## config.mk

```make
export PLATFORM = sky130hd
export DESIGN_NAME = prefetch_refill_arbiter_flat
export DESIGN_NICKNAME = d
export VERILOG_FILES = /design/src/rtl/prefetch_refill_arbiter_if.sv /design/src/rtl/prefetch_refill_arbiter.sv /design/src/flat_wrapper.sv
export SDC_FILE = /design/constraint.sdc
export NUM_CORES = 1
export LEC_CHECK = 0
export ABC_CLOCK_PERIOD_IN_PS = 5100
export CAP_MARGIN = 10
export CORE_ASPECT_RATIO = 0.9
export CORE_MARGIN = 1
export CORE_UTILIZATION = 45
export CTS_CLUSTER_SIZE = 12
export DETAILED_ROUTE_END_ITERATION = 8
export PLACE_DENSITY = 0.82
export SLEW_MARGIN = 20
export SYNTH_ARGS = -nofsm -noshare
export SYNTH_HDL_FRONTEND = slang
export SYNTH_SLANG_ARGS = --single-unit
```

## constraint.sdc

```tcl
create_clock -name clk -period 5.1 [get_ports clk]
set_clock_uncertainty 0.15 [all_clocks]
set_input_delay 1.02 -clock clk [delete_from_list [all_inputs] [get_ports clk]]
set_output_delay 1.02 -clock clk [all_outputs]
set_load 0.05 [all_outputs]
```

## src/rtl/prefetch_refill_arbiter_if.sv

```systemverilog
// ---------------------------------------------------------------------------
// prefetch_refill_arbiter_if
//   Bundles the refill-request side and the prefetch-buffer push/snoop side
//   of the refill arbiter.
//   master : the arbiter (drives req_ready and the push port, samples the rest)
//   slave  : requesters plus prefetch buffer (drive requests, flow-full status
//            and the pop/reinsert snoop, sample grants and pushes)
//   Signals:
//     req_valid / req_data / req_ready   per-flow refill handshake
//     push_valid / push_flow_id / push_data / push_flow_not_full
//                                        push port into the prefetch buffer
//     pop / pop_flow_id / reinsert_valid snoop of the buffer's pop side
// ---------------------------------------------------------------------------
interface prefetch_refill_arbiter_if #(
    parameter int NUM_FLOWS  = 16,
    parameter int DATA_WIDTH = 8,
    parameter int IDX_WIDTH  = $clog2(NUM_FLOWS + 1)
);
    logic [NUM_FLOWS-1:0]            req_valid;
    logic [NUM_FLOWS*DATA_WIDTH-1:0] req_data;
    logic [NUM_FLOWS-1:0]            req_ready;

    logic                            push_valid;
    logic [IDX_WIDTH-1:0]            push_flow_id;
    logic [DATA_WIDTH-1:0]           push_data;
    logic                            push_flow_not_full;

    logic                            pop;
    logic [IDX_WIDTH-1:0]            pop_flow_id;
    logic                            reinsert_valid;

    modport master (
        input  req_valid, req_data, push_flow_not_full,
               pop, pop_flow_id, reinsert_valid,
        output req_ready, push_valid, push_flow_id, push_data
    );

    modport slave (
        output req_valid, req_data, push_flow_not_full,
               pop, pop_flow_id, reinsert_valid,
        input  req_ready, push_valid, push_flow_id, push_data
    );
endinterface

```

## src/rtl/prefetch_refill_arbiter.sv

```systemverilog
// ---------------------------------------------------------------------------
// prefetch_refill_arbiter
//   Round-robin arbiter sharing the single push port of the per-flow prefetch
//   buffer among NUM_FLOWS refill requesters. A per-flow credit counter tracks
//   entries resident in the buffer plus the one held in the output stage, so
//   a push can never overflow a flow FIFO. The buffer's pop/reinsert side is
//   snooped to return and consume credits, and a staged push that would
//   collide with a reinsert into the same flow is held back for that cycle
//   (the buffer would otherwise favour the push and drop the reinsert).
//
//   Ports:
//     clk              clock
//     reset_n          asynchronous reset, active low
//     bus              prefetch_refill_arbiter_if.master (request handshake,
//                      push port, pop/reinsert snoop)
//     o__credit_avail  per-flow registered flag: credit counter < DEPTH
//     o__err           sticky flag: credit counter over/underflow seen
// ---------------------------------------------------------------------------
module prefetch_refill_arbiter #(
    parameter int NUM_FLOWS  = 16,
    parameter int DEPTH      = 1,
    parameter int DATA_WIDTH = 8
) (
    input  logic                     clk,
    input  logic                     reset_n,
    prefetch_refill_arbiter_if.master bus,
    output logic [NUM_FLOWS-1:0]     o__credit_avail,
    output logic                     o__err
);

    localparam int IDX_WIDTH = $clog2(NUM_FLOWS + 1);
    localparam int CNT_WIDTH = $clog2(DEPTH + 1);
    // Two extra bits hold DEPTH+2 (two increments) and -1 (pop from zero).
    localparam int SUM_WIDTH = CNT_WIDTH + 2;

    localparam logic [CNT_WIDTH-1:0] DEPTH_C    = CNT_WIDTH'(DEPTH);
    localparam logic [IDX_WIDTH-1:0] LAST_FLOW  = IDX_WIDTH'(NUM_FLOWS - 1);

    // Next credit count for one flow. Returns {error, count}: the error bit is
    // set when the net result leaves [0, DEPTH]; the count is then clamped.
    function automatic logic [CNT_WIDTH:0] credit_next(
        input logic [CNT_WIDTH-1:0] cnt,
        input logic                 inc_grant,
        input logic                 inc_reinsert,
        input logic                 dec_pop
    );
        logic [SUM_WIDTH-1:0] sum;
        logic [CNT_WIDTH:0]   res;
        sum = {2'b00, cnt}
            + {{(SUM_WIDTH-1){1'b0}}, inc_grant}
            + {{(SUM_WIDTH-1){1'b0}}, inc_reinsert}
            - {{(SUM_WIDTH-1){1'b0}}, dec_pop};
        if (sum[SUM_WIDTH-1]) begin
            res = {1'b1, {CNT_WIDTH{1'b0}}};
        end else if (sum > SUM_WIDTH'(DEPTH)) begin
            res = {1'b1, DEPTH_C};
        end else begin
            res = {1'b0, sum[CNT_WIDTH-1:0]};
        end
        return res;
    endfunction

    // ------------------------------------------------------------------
    // State
    // ------------------------------------------------------------------
    logic                                stage_valid_q, stage_valid_d;
    logic [IDX_WIDTH-1:0]                stage_flow_q,  stage_flow_d;
    logic [DATA_WIDTH-1:0]               stage_data_q,  stage_data_d;
    logic [IDX_WIDTH-1:0]                ptr_q,         ptr_d;
    logic [NUM_FLOWS-1:0][CNT_WIDTH-1:0] cnt_q,         cnt_d;
    logic [NUM_FLOWS-1:0]                credit_avail_q, credit_avail_d;
    logic                                err_q,         err_d;

    // ------------------------------------------------------------------
    // Combinational signals
    // ------------------------------------------------------------------
    logic                                hazard_s;
    logic                                push_valid_s;
    logic                                push_fire_s;
    logic                                grant_allowed_s;
    logic [NUM_FLOWS-1:0]                elig_s;
    logic                                grant_found_s;
    logic [IDX_WIDTH-1:0]                grant_idx_s;
    logic [DATA_WIDTH-1:0]               grant_data_s;
    logic                                grant_valid_s;
    logic [NUM_FLOWS-1:0]                grant_vec_s;
    logic [NUM_FLOWS-1:0][CNT_WIDTH:0]   credit_upd_s;
    logic                                err_set_s;

    // Push gating: a reinsert into the staged flow wins this cycle, the push
    // is simply retried next cycle from the unchanged stage.
    always_comb begin
        hazard_s        = bus.reinsert_valid && (bus.pop_flow_id == stage_flow_q);
        push_valid_s    = stage_valid_q && !hazard_s;
        push_fire_s     = push_valid_s && bus.push_flow_not_full;
        grant_allowed_s = !stage_valid_q || push_fire_s;
    end

    // Eligibility: requesting and still holding at least one credit.
    always_comb begin
        elig_s = '0;
        for (int f = 0; f < NUM_FLOWS; f++) begin
            elig_s[f] = bus.req_valid[f] && (cnt_q[f] < DEPTH_C);
        end
    end

    // Round-robin pick: first eligible flow at or above ptr, otherwise the
    // lowest eligible flow (wrap-around).
    always_comb begin
        grant_found_s = 1'b0;
        grant_idx_s   = '0;
        for (int f = 0; f < NUM_FLOWS; f++) begin
            if (!grant_found_s && elig_s[f] && (IDX_WIDTH'(f) >= ptr_q)) begin
                grant_found_s = 1'b1;
                grant_idx_s   = IDX_WIDTH'(f);
            end else begin
                grant_found_s = grant_found_s;
            end
        end
        for (int f = 0; f < NUM_FLOWS; f++) begin
            if (!grant_found_s && elig_s[f]) begin
                grant_found_s = 1'b1;
                grant_idx_s   = IDX_WIDTH'(f);
            end else begin
                grant_found_s = grant_found_s;
            end
        end
    end

    // One-hot grant vector and data mux for the winning flow.
    always_comb begin
        grant_valid_s = grant_found_s && grant_allowed_s;
        grant_vec_s   = '0;
        grant_data_s  = '0;
        for (int f = 0; f < NUM_FLOWS; f++) begin
            if (grant_idx_s == IDX_WIDTH'(f)) begin
                grant_vec_s[f] = grant_valid_s;
                grant_data_s   = bus.req_data[f*DATA_WIDTH +: DATA_WIDTH];
            end else begin
                grant_vec_s[f] = 1'b0;
            end
        end
    end

    // Output stage and pointer next state.
    always_comb begin
        stage_valid_d = stage_valid_q;
        stage_flow_d  = stage_flow_q;
        stage_data_d  = stage_data_q;
        ptr_d         = ptr_q;
        if (grant_valid_s) begin
            stage_valid_d = 1'b1;
            stage_flow_d  = grant_idx_s;
            stage_data_d  = grant_data_s;
            ptr_d         = (grant_idx_s == LAST_FLOW) ? '0
                                                       : grant_idx_s + IDX_WIDTH'(1);
        end else begin
            // No refill: the stage empties only when its push actually fired.
            stage_valid_d = stage_valid_q && !push_fire_s;
        end
    end

    // Credit counters: net of grant, reinsert and pop applied in one step so
    // simultaneous +1/-1 on the same flow cancel without a transient error.
    always_comb begin
        cnt_d          = cnt_q;
        credit_avail_d = '0;
        credit_upd_s   = '0;
        err_set_s      = 1'b0;
        for (int f = 0; f < NUM_FLOWS; f++) begin
            credit_upd_s[f] = credit_next(
                cnt_q[f],
                grant_vec_s[f],
                bus.reinsert_valid && (bus.pop_flow_id == IDX_WIDTH'(f)),
                bus.pop            && (bus.pop_flow_id == IDX_WIDTH'(f)));
            cnt_d[f]          = credit_upd_s[f][CNT_WIDTH-1:0];
            credit_avail_d[f] = (credit_upd_s[f][CNT_WIDTH-1:0] < DEPTH_C);
            err_set_s         = err_set_s | credit_upd_s[f][CNT_WIDTH];
        end
        err_d = err_q | err_set_s;
    end

    // State register; reset drops any staged entry and restores full credit.
    always_ff @(posedge clk or negedge reset_n) begin
        if (!reset_n) begin
            stage_valid_q  <= 1'b0;
            stage_flow_q   <= '0;
            stage_data_q   <= '0;
            ptr_q          <= '0;
            cnt_q          <= '0;
            credit_avail_q <= '1;
            err_q          <= 1'b0;
        end else begin
            stage_valid_q  <= stage_valid_d;
            stage_flow_q   <= stage_flow_d;
            stage_data_q   <= stage_data_d;
            ptr_q          <= ptr_d;
            cnt_q          <= cnt_d;
            credit_avail_q <= credit_avail_d;
            err_q          <= err_d;
        end
    end

    // Output drive.
    assign bus.req_ready     = grant_vec_s;
    assign bus.push_valid    = push_valid_s;
    assign bus.push_flow_id  = stage_flow_q;
    assign bus.push_data     = stage_data_q;
    assign o__credit_avail   = credit_avail_q;
    assign o__err            = err_q;

endmodule

```

## src/flat_wrapper.sv

```systemverilog
// flat-port wrapper written by rule: the top's interface ports become plain ports
module prefetch_refill_arbiter_flat 
#(
    parameter int NUM_FLOWS  = 16,
    parameter int DEPTH      = 1,
    parameter int DATA_WIDTH = 8
)
  (clk, reset_n, o__credit_avail, o__err, bus_req_valid, bus_req_data, bus_push_flow_not_full, bus_pop, bus_pop_flow_id, bus_reinsert_valid, bus_req_ready, bus_push_valid, bus_push_flow_id, bus_push_data);
  prefetch_refill_arbiter_if #(.NUM_FLOWS(NUM_FLOWS), .DATA_WIDTH(DATA_WIDTH), .IDX_WIDTH((5))) bus_i ();
  input  logic clk;
  input  logic reset_n;
  output logic [NUM_FLOWS-1:0] o__credit_avail;
  output logic o__err;
  input wire logic [$bits(bus_i.req_valid)-1:0] bus_req_valid;
  input wire logic [$bits(bus_i.req_data)-1:0] bus_req_data;
  input wire logic [$bits(bus_i.push_flow_not_full)-1:0] bus_push_flow_not_full;
  input wire logic [$bits(bus_i.pop)-1:0] bus_pop;
  input wire logic [$bits(bus_i.pop_flow_id)-1:0] bus_pop_flow_id;
  input wire logic [$bits(bus_i.reinsert_valid)-1:0] bus_reinsert_valid;
  output wire logic [$bits(bus_i.req_ready)-1:0] bus_req_ready;
  output wire logic [$bits(bus_i.push_valid)-1:0] bus_push_valid;
  output wire logic [$bits(bus_i.push_flow_id)-1:0] bus_push_flow_id;
  output wire logic [$bits(bus_i.push_data)-1:0] bus_push_data;
  assign bus_i.req_valid = bus_req_valid;
  assign bus_i.req_data = bus_req_data;
  assign bus_i.push_flow_not_full = bus_push_flow_not_full;
  assign bus_i.pop = bus_pop;
  assign bus_i.pop_flow_id = bus_pop_flow_id;
  assign bus_i.reinsert_valid = bus_reinsert_valid;
  assign bus_req_ready = bus_i.req_ready;
  assign bus_push_valid = bus_i.push_valid;
  assign bus_push_flow_id = bus_i.push_flow_id;
  assign bus_push_data = bus_i.push_data;
  prefetch_refill_arbiter #(.NUM_FLOWS(NUM_FLOWS), .DEPTH(DEPTH), .DATA_WIDTH(DATA_WIDTH)) u_core (.clk(clk), .reset_n(reset_n), .bus(bus_i), .o__credit_avail(o__credit_avail), .o__err(o__err));
endmodule
```

==> impl_metrics.json <==
{
  "status": "complete, but fails checks",
  "violations": "negative setup slack",
  "routedWlPerCell_um": 19.4,
  "place_ws_ns": -0.328,
  "synth_area_leader_cell": "dfrtp_1",
  "startpoint_type": "primary input",
  "p_seq_share_pct": 12.2,
  "dieArea_um2": 12700,
  "async_reset_ff_share_pct": 100,
  "clkPwrFrac_pct": 5.3,
  "fmax_ghz": 0.194,
  "cts_max_level": 2,
  "grt_overflow": 0,
  "fp.dieW_um": 119,
  "track_usage_pct": 33.7,
  "synth_top_area_share_pct": 15.4,
  "peakVddDrop_v": 0.000500,
  "fin_area_um2": 9330,
  "nNetsFinal": 1219,
  "cap_violations": 0,
  "die_h_um": 107,
  "cts_made_buffers": 5,
  "min_period_ns": 5.15,
  "rsz0062_at_grt": "true",
  "dpl_cell_area_um2": 8810,
  "swShare_pct": 52.1,
  "synthCells": 691,
  "finalCritPeriodShare_pct": 101,
  "yosysUniqueCellTypes": 73,
  "p_sw_mw": 3.83,
  "fill_cells": 810,
  "intPower_mw": 3.53,
  "synth_area_leaders": "dfrtp_1, ha_1, dfstp_2",
  "initial_core_util_pct": 46.0,
  "postCtsHoldBufs": 0,
  "hold_path_class": "reg -> reg",
  "drc_errors": 0,
  "synth.avg_cell_area_um2": 8.01,
  "placementRows": 38,
  "final_max_slew_viol_count": 0,
  "yosysSeqAreaShare_pct": 23.0,
  "antenna_found_initial": 1,
  "arrival_ns": 5.16,
  "grt_pass1_wl_um": 32900,
  "cts_tree": "done",
  "vias_per_cell": 5.73,
  "synth_common_cells": "inv_1, nor2_1, nand2_1",
  "drtIter0Drc": 724,
  "hold_slack_ns": 0.353,
  "p_leak_nw": 4.17,
  "clock_latency_ns": 0.30,
  "grt_max_degree": 51,
  "ys_ff_latch": 50,
  "yosys_warnings": 0,
  "synth_edf_count": 0,
  "drive_gt1_share_pct": 25.3,
  "crit_fanout": 5,
  "ant_nets": 0,
  "maxSlewHeadroom_pct": 56.0,
  "setup_viol": 1,
  "dp_hpwl_um": 17400,
  "finalSetupTns_ns": -0.0487,
  "firstDrtPassIters": 6,
  "syn_to_final_growth_pct": 68.6,
  "clock-sinks": 50,
  "coreArea_um2": 12000,
  "required_ns": 5.11,
  "dr_wl_met2_um": 10400,
  "tightest_slew_ns": 0.660,
  "crit_type": "in -> reg",
  "gp_congestion": 1.01,
  "ys.flop_type": "dfrtp_1",
  "drt_wl_total_um": 22400,
  "syn-cell-area_um2": 5540,
  "vias": 6644,
  "grt_pass1_vias": 6261,
  "end_kind": "register",
  "fin_ws_ns": -0.0487,
  "p_comb_share_pct": 82.4,
  "io_buffers": 199,
  "synth_most_common_cell": "inv_1",
  "syn-num-nets": 913,
  "highest_layer": "met4",
  "path_clk_slew_ns": 0.07,
  "rrSetupSlack_ns": 0.14,
  "cts_buffer_depth": 2,
  "m1WireLength_um": 9380,
  "wl_met3_um": 1820,
  "clock-root-buffer": "clkbuf_16",
  "final_hold_viol_count": 0,
  "ios": 201,
  "power_density_nw_per_um2": 788
}
## power groups by stage
stage / registers (mW) / clock network, mW / logic, mW
2_1_floorplan: 1.16 / 0 / 3.05
3_3_place_gp: 0.874 / 0 / 5.46
3_5_place_dp: 0.875 / 0 / 5.53
4_1_cts: 0.873 / 0.396 / 5.68
5_1_grt: 0.912 / 0.406 / 6.42
6_report: 0.901 / 0.393 / 6.06
## final cells by class
type	count	area [µm²]	share of cell area, %
diodes	1	2.50	0.0268
multi-input cells	530	4200	45.0
inverters	77	289	3.10
flip-flops and latches	50	1270	13.6
clock inverters	3	43.8	0.469
clock buffers	5	125	1.34
well taps	160	200	2.15
repair buffers	333	3210	34.3
## placed cells by master (no fill, tap or decap), types with 4 or more instances in the layout
cell             synthesis  layout
nand2b_1                13      13
a22oi_1                 18      18
nand2_1                 64      61
nor4_1                   9       7
a32oi_1                  8       7
xnor2_2                  0       5
nor2_1                  66      52
dfstp_2                 16      16
ha_1                    52      47
nor3b_1                 13       9
nor2b_1                 22      12
xnor2_1                 18      13
fa_1                    16      13
nor2_2                   0       7
clkdlybuf4s50_1          0     174
nor2_4                   0       7
nand3_1                 16      15
nor2b_2                  0       4
nor2b_4                  0       6
buf_4                    8     130
buf_12                   0      18
a32o_1                   8       8
dfrtp_1                 34      34
dlymetal6s2s_1           0       8
clkbuf_16                0       5
nand4_1                 11      11
a221oi_1                 7       7
a221o_1                  8       8
a21oi_1                 14      13
ha_4                     0       4
nor3_1                  25      24
o22ai_1                 15      15
o21ai_0                 51      50
o211ai_1                12      12
inv_1                   76      75
## final timing paths
check	startpoint	end	cells after the start
worst max-delay path	bus_req_valid[13]	u_core.o__err	21
max in group asynchronous	reset_n	u_core.cnt_q[12]	2
min in group asynchronous	reset_n	u_core.cnt_q[1]	2
worst min-delay path	u_core.bus.push_data[7]	u_core.bus.push_data[7]	2
worst min register to register	u_core.bus.push_data[7]	u_core.bus.push_data[7]	2
worst max register to register	u_core.ptr_q[3]	u_core.o__err	21
## cell families after synthesis
| family | share of synthesized area [%] |
|---|---|
| and+or+nand+nor | 24.6 |
| AOI/OAI and AO/OA | 22.7 |
| buffers and inverters | 8.59 |
| adders and majority gates | 17.5 |
| DFF | 23.0 |
| xor gates and xnor gates | 3.32 |
| other | 0.0677 |
| muxes | 0.203 |
## timing repair
| item | 4_1_cts | 5_1_grt |
|---|---|---|
| gates cloned | 0 | 0 |
| buffers inserted | 3 | 7 |
| resized for setup | 15 | 40 |
| pin swaps | 14 | 21 |
| endpoints found under the setup margin | 1 | 24 |
## per-stage QoR
stage / total power [mW] / util, % / instances
after floorplan: 4.21 / - / 691
after CTS: 6.95 / 75.5 / 1151
final: 7.36 / 77.6 / 1159
after global routing: 7.74 / 77.6 / 1159
after detailed placement: 6.41 / 73.2 / 1140
after global placement: 6.33 / 73.2 / 1140
## flip-flops by register name, summed over array words and instances, names as in the netlist
| signal | flops |
|---|---|
| u_core.cnt_q | 16 |
| u_core.bus.push_data | 8 |
| u_core.stage_valid_q | 1 |
| u_core.ptr_q | 4 |
| u_core.bus.push_flow_id | 4 |
| u_core.o__credit_avail | 16 |
| u_core.o__err | 1 |
## worst max-delay path, stage by stage
cell and delay (ns):
clkdlybuf4s50_1 0.45, nor2b_4 0.16, a22o_1 0.27, nor4_4 0.31, and3_4 0.25, nand2_1 0.05, o211ai_1 0.22, inv_1 0.15
buf_6 0.16, ha_4 0.17, nand3_4 0.12, buf_12 0.12, nor2_4 0.03, ha_1 0.30, ha_1 0.14, inv_1 0.05
fa_1 0.40, xnor2_2 0.22, nand4_1 0.19, nor4_2 0.22, nand4_1 0.14
## per-layer routing
metal / vias up / global-route usage, %
met5: - / 0
met4: 0 / 12.0
met3: 72 / 5.64
met2: 380 / 53.6
met1: 3114 / 46.1
li1: 3078 / -
Power figures use the tool's default switching activity.
